<file path="config.mk">
export PLATFORM = sky130hd
export DESIGN_NAME = dds_sweep_ctrl
export DESIGN_NICKNAME = d
export VERILOG_FILES = /design/src/rtl/dds_sweep_ctrl.sv
export SDC_FILE = /design/constraint.sdc
export NUM_CORES = 1
export LEC_CHECK = 0
export BUFFER_PORTS_ARGS = -buffer_cell sky130_fd_sc_hd__buf_2
export CAP_MARGIN = 25
export CELL_PAD_IN_SITES_DETAIL_PLACEMENT = 1
export CELL_PAD_IN_SITES_GLOBAL_PLACEMENT = 1
export CORE_ASPECT_RATIO = 2
export CORE_MARGIN = 2
export CORE_UTILIZATION = 42
export DETAILED_ROUTE_END_ITERATION = 6
export PLACE_DENSITY_LB_ADDON = 0.1
export SYNTH_ARGS = -nofsm -noshare
export SYNTH_HDL_FRONTEND = slang
export SYNTH_SLANG_ARGS = --single-unit
</file>
<file path="constraint.sdc">
create_clock -name clk -period 3.5 [get_ports clk]
set_input_delay 0.7 -clock clk [delete_from_list [all_inputs] [get_ports clk]]
set_output_delay 0.7 -clock clk [all_outputs]
set_load 0.02 [all_outputs]
</file>
<file path="src/rtl/dds_sweep_ctrl.sv">
// Linear FTW sweep sequencer for the DDS core: byte-wide register file, shadowed on start, stepping FTW with dwell.
// Latency: outputs registered, one cycle after start/abort/dwell expiry; no backpressure (outputs drive the DDS continuously).
`timescale 1ns/1ps
module dds_sweep_ctrl #(
    parameter int WIDTH   = 6,
    parameter int DWELL_W = 8
) (
    input  logic               clk,
    input  logic               rst_n,
    input  logic               cfg_we,
    input  logic [2:0]         cfg_addr,
    input  logic [7:0]         cfg_wdata,
    input  logic               start,
    input  logic               abort,
    output logic [WIDTH-1:0]   ftw_out,
    output logic [1:0]         wavesel_out,
    output logic [5:0]         amp_out,
    output logic               dds_en,
    output logic               busy,
    output logic               done,
    output logic               sweep_wrap
);

    typedef enum logic [1:0] {
        ST_IDLE = 2'd0,
        ST_RUN  = 2'd1,
        ST_HOLD = 2'd2
    } state_t;

    state_t state_q, state_d;

    logic [WIDTH-1:0]   reg_start, reg_stop, reg_step;
    logic [DWELL_W-1:0] reg_dwell;
    logic [5:0]         reg_amp;
    logic [3:0]         reg_ctrl;

    logic [WIDTH-1:0]   s_start, s_stop, s_step;
    logic [DWELL_W-1:0] s_dwell;
    logic [5:0]         s_amp;
    logic [1:0]         s_wavesel;
    logic               s_repeat, s_bounce;

    logic [WIDTH-1:0]   ftw_q, ftw_d;
    logic [DWELL_W-1:0] cnt_q, cnt_d;
    logic               leg_q, leg_d;
    logic               done_q, done_d;
    logic               wrap_q, wrap_d;
    logic               load_shadow;

    logic               fwd_up, mv_up;
    logic [WIDTH-1:0]   tgt, other;

    // One step toward tgt in WIDTH+1 bits so overflow/borrow clamps to the endpoint.
    function automatic logic [WIDTH-1:0] step_to(
        input logic [WIDTH-1:0] cur,
        input logic [WIDTH-1:0] stp,
        input logic [WIDTH-1:0] dst,
        input logic             up
    );
        logic [WIDTH:0] ext;
        ext = '0;
        if (up) begin
            ext = {1'b0, cur} + {1'b0, stp};
            if (ext > {1'b0, dst}) ext = {1'b0, dst};
        end else begin
            ext = {1'b0, cur} - {1'b0, stp};
            if (ext[WIDTH] || (ext < {1'b0, dst})) ext = {1'b0, dst};
        end
        return ext[WIDTH-1:0];
    endfunction

    always_ff @(posedge clk) begin
        if (!rst_n) begin
            reg_start <= '0;
            reg_stop  <= '0;
            reg_step  <= '0;
            reg_dwell <= '0;
            reg_amp   <= '0;
            reg_ctrl  <= '0;
        end else if (cfg_we) begin
            case (cfg_addr)
                3'd0:    reg_start <= cfg_wdata[WIDTH-1:0];
                3'd1:    reg_stop  <= cfg_wdata[WIDTH-1:0];
                3'd2:    reg_step  <= cfg_wdata[WIDTH-1:0];
                3'd3:    reg_dwell <= cfg_wdata[DWELL_W-1:0];
                3'd4:    reg_amp   <= cfg_wdata[5:0];
                3'd5:    reg_ctrl  <= cfg_wdata[3:0];
                default: ;
            endcase
        end
    end

    always_ff @(posedge clk) begin
        if (!rst_n) begin
            s_start   <= '0;
            s_stop    <= '0;
            s_step    <= '0;
            s_dwell   <= '0;
            s_amp     <= '0;
            s_wavesel <= '0;
            s_repeat  <= 1'b0;
            s_bounce  <= 1'b0;
        end else if (load_shadow) begin
            s_start   <= reg_start;
            s_stop    <= reg_stop;
            s_step    <= reg_step;
            s_dwell   <= reg_dwell;
            s_amp     <= reg_amp;
            s_wavesel <= reg_ctrl[1:0];
            s_repeat  <= reg_ctrl[2];
            s_bounce  <= reg_ctrl[3];
        end
    end

    // leg_q=0: heading to STOP; leg_q=1: bounce return leg heading to START.
    assign fwd_up = (s_stop >= s_start);
    assign mv_up  = fwd_up ^ leg_q;
    assign tgt    = leg_q ? s_start : s_stop;
    assign other  = leg_q ? s_stop  : s_start;

    always_comb begin
        state_d     = state_q;
        ftw_d       = ftw_q;
        cnt_d       = cnt_q;
        leg_d       = leg_q;
        done_d      = 1'b0;
        wrap_d      = 1'b0;
        load_shadow = 1'b0;
        if (abort) begin
            state_d = ST_IDLE;
            ftw_d   = '0;
            cnt_d   = '0;
            leg_d   = 1'b0;
        end else if (start && (state_q != ST_RUN)) begin
            state_d     = ST_RUN;
            ftw_d       = reg_start;
            cnt_d       = reg_dwell;
            leg_d       = 1'b0;
            load_shadow = 1'b1;
        end else if (state_q == ST_RUN) begin
            if (cnt_q != '0) begin
                cnt_d = cnt_q - DWELL_W'(1);
            end else begin
                cnt_d = s_dwell;
                if (ftw_q == tgt) begin
                    if (s_bounce) begin
                        leg_d  = ~leg_q;
                        ftw_d  = step_to(ftw_q, s_step, other, ~mv_up);
                        wrap_d = 1'b1;
                    end else if (s_repeat) begin
                        leg_d  = 1'b0;
                        ftw_d  = s_start;
                        wrap_d = 1'b1;
                    end else begin
                        state_d = ST_HOLD;
                        done_d  = 1'b1;
                    end
                end else begin
                    ftw_d = step_to(ftw_q, s_step, tgt, mv_up);
                end
            end
        end
    end

    always_ff @(posedge clk) begin
        if (!rst_n) begin
            state_q <= ST_IDLE;
            ftw_q   <= '0;
            cnt_q   <= '0;
            leg_q   <= 1'b0;
            done_q  <= 1'b0;
            wrap_q  <= 1'b0;
        end else begin
            state_q <= state_d;
            ftw_q   <= ftw_d;
            cnt_q   <= cnt_d;
            leg_q   <= leg_d;
            done_q  <= done_d;
            wrap_q  <= wrap_d;
        end
    end

    assign ftw_out     = (state_q == ST_IDLE) ? '0 : ftw_q;
    assign wavesel_out = (state_q == ST_IDLE) ? reg_ctrl[1:0] : s_wavesel;
    assign amp_out     = (state_q == ST_IDLE) ? reg_amp : s_amp;
    assign dds_en      = (state_q != ST_IDLE);
    assign busy        = (state_q == ST_RUN);
    assign done        = done_q;
    assign sweep_wrap  = wrap_q;

endmodule

</file>
==> metrics.txt <==
Final Max Slew Viols 0; hpwl dp 14330 um; Layout area overhead 17.69%; most frequent cells in the layout nand2_1, dfxtp_1, mux2i_1; # diodes 0; Mean Syn Cell Area 8.335 um2; number of port buffers 33; antenna viol nets, final 0; data arrival time of the worst path 3.62 ns; CTS sink count 91; syn_nets 731; HP Class register to register; CORE AREA 12990 um2; delay of the slowest critical-path stage 0.33 ns; TritonCTS clock tree built; Reg-to-Reg Start s_step[1]$_SDFFE_PN0P_; crit-path max FO 3; crit path buf inv count 1; Die H 167.4 um; root buffer cell clkbuf_16; Hold Fails Final Rpt 0; WL final 18410 um; Crit path top cell by count a21oi_1; # IOs 34; gr usage total 26.58%; Post-Synthesis Cells 673; Reg2Reg Depth 16; max-cap violations 0; reg2reg end ftw_q[0]$_SDFFE_PP0P_; commonest non-fill, non-tap cell in the layout nand2_1; Slew @ Worst Pin 0.8644 ns; Startpoint Class register; Tmin final 3.373 ns; DP Cell Count 873; final worst-path cycle share 96.38%; pwr dens 361.4 nW/um2; Initial Util 43.17%; 1st-pass router iterations 4; Async SR Flop Fraction 0%; synth top area cells dfxtp_1, ha_1, mux2i_1; layout cells sized above 1 19.24%; Mapped Area 5609 um2; vias in the first global route 5586; register area share after synthesis 32.48%; VDD IR-drop max 0.2896 mV; Synth top area share 32.48%; kind of critical path register to register; vias per inst 5.702; Final Non-Filler Cells 890; Initial DRC Count 99; maximum buffer depth of the clock tree 2; Finished Core Util 50.81%; Final GP Congestion 0.9995; fmax 296.4 MHz; Final Setup Violations 0; H-tree Lvls 3; Min-Delay Endpoint s_amp[0]$_SDFFE_PN0P_; full die area 14350 um2; YS warnings 0; Setup crit end kind register; predominant post-synthesis flop cell dfxtp_1; Final Skew 0.008254 ns; family with the most delay on the worst path simple AND/OR/NAND/NOR gates; worst path cell trace inv_1 -> ha_1 -> nand2b_1 -> a21oi_1 -> or3_4 -> nand2_4 -> ha_1 -> and4_1 -> a21oi_1 -> o31ai_1 -> maj3_2 -> nor3b_2 -> or2_1 -> a21oi_2 -> o221ai_2 -> a21oi_1; worst hold slack 0.4655 ns; Unique masters post-synth 64; RSZ-0062 raised after global routing yes; Yosys top cell by area dfxtp_1; static leakage 2.552 nW; Die W 85.72 um; number of synthesized flops with an enable pin 0; nets 791; r2r setup slk 0.13 ns; Setup TNS 0 ns; worst setup path startpoint s_step[1]$_SDFFE_PN0P_; CP max-delay cell dfxtp_1; DRC viols 0; clock slew at reported path FFs 0.06 ns; final total power 2.385 mW; clock latency on the worst-skew pair 0.34 ns; status completed; largest net degree at the start of global routing 74; WL per Instance 20.68 um; Hold Startpoint s_amp[0]$_SDFFE_PN0P_; slew margin rel. 42.02%; Row Count 59; first-pass GRT wire length 29330 um; cts bufs inserted 9; number of antenna violations at the first check in global routing 0; register bit total from synthesis 91; hold path depth 2; via count 5075; global route total overflow 0; Critical Path RT 3.75 ns
==> timing repair <==
action | in CTS | in global routing
setup buffers | 0 | 1
hold buffers | 0 | 0
setup endpoints to repair | 4 | 6
pin swaps | 0 | 9
gates resized for setup | 8 | 28
==> cell families (layout without fill, tap and decap cells) <==
logic type / Yosys count / in the layout / share of synthesized area (%)
muxes: 60 / 60 / 11.06
buffers and inverters: 65 / 130 / 4.662
and+or+nand+nor: 243 / 243 / 20.63
AOI/OAI and AO/OA: 157 / 157 / 19.14
adders and majority gates: 43 / 43 / 9.837
DFF: 91 / 91 / 32.48
xor gates and xnor gates: 14 / 14 / 2.186
==> routing by layer <==
layer	track usage, %	up-vias	share of wire, %
met5	0	-	0
met4	16.70	0	6.8
met3	2.514	56	1.9
met2	52.31	92	57
met1	24.95	2466	34
li1	-	2461	-
==> state kept, by name, indices dropped and copies added, names as in the netlist <==
name / cells
reg_ctrl: 4
leg_q: 1
ftw_q: 6
s_stop: 6
s_wavesel: 2
reg_dwell: 8
s_amp: 6
state_q: 2
s_repeat: 1
s_dwell: 8
reg_amp: 6
reg_start: 6
s_bounce: 1
done: 1
sweep_wrap: 1
s_start: 6
reg_step: 6
cnt_q: 8
s_step: 6
reg_stop: 6
==> metrics by stage <==
stage / instance area [um2] / worst slack (ns)
after global routing: 6601 / -0.001991
after floorplan: 5609 / 0.2828
after detailed placement: 6178 / -0.1622
final: 6601 / 0.1266
after CTS: 6501 / 0.01333
after global placement: 6178 / -0.007643
==> layout make-up <==
class / count / area (um2)
clock buffers: 12 / 246.5
clock inverters: 4 / 50.05
fillers: 1582 / 6391
inverters: 34 / 127.6
multi-input cells: 517 / 3642
flip-flops and latches: 91 / 1827
well taps: 152 / 190.2
repair buffers: 80 / 518.0
==> worst max-delay path by stage <==
stage	end	slack, ns	cells past startpoint
4_1_cts	ftw_q[0]$_SDFFE_PP0P_	0.01	17
6_report	ftw_q[0]$_SDFFE_PP0P_	0.13	16
3_5_place_dp	ftw_q[0]$_SDFFE_PP0P_	-0.16	15
3_3_place_gp	ftw_q[0]$_SDFFE_PP0P_	-0.008	15
5_1_grt	ftw_q[5]$_SDFFE_PP0P_	-0.002	16
2_1_floorplan	ftw_q[5]$_SDFFE_PP0P_	0.28	15
==> power breakdown <==
group,internal [mW],switching (mW)
Clock,0.573,0.403
Sequential,1.05,0.0145
Combinational,0.137,0.206
==> synth_stat cells, types with 9 or more instances <==
| cell type | number |
|---|---|
| a211oi_1 | 16 |
| a21boi_0 | 44 |
| a21oi_1 | 30 |
| clkbuf_1 | 25 |
| dfxtp_1 | 91 |
| ha_1 | 40 |
| inv_1 | 33 |
| mux2_2 | 9 |
| mux2i_1 | 48 |
| nand2_1 | 116 |
| nor2_1 | 37 |
| nor2b_1 | 38 |
| nor3_1 | 10 |
| o21ai_0 | 18 |
==> worst min-delay path: stages, from the launching register on <==
cell and delay (ns):
dfxtp_1 0.31, nand2_1 0.05, a21boi_0 0.06
Note: power is estimated with default switching activity, not from simulation.
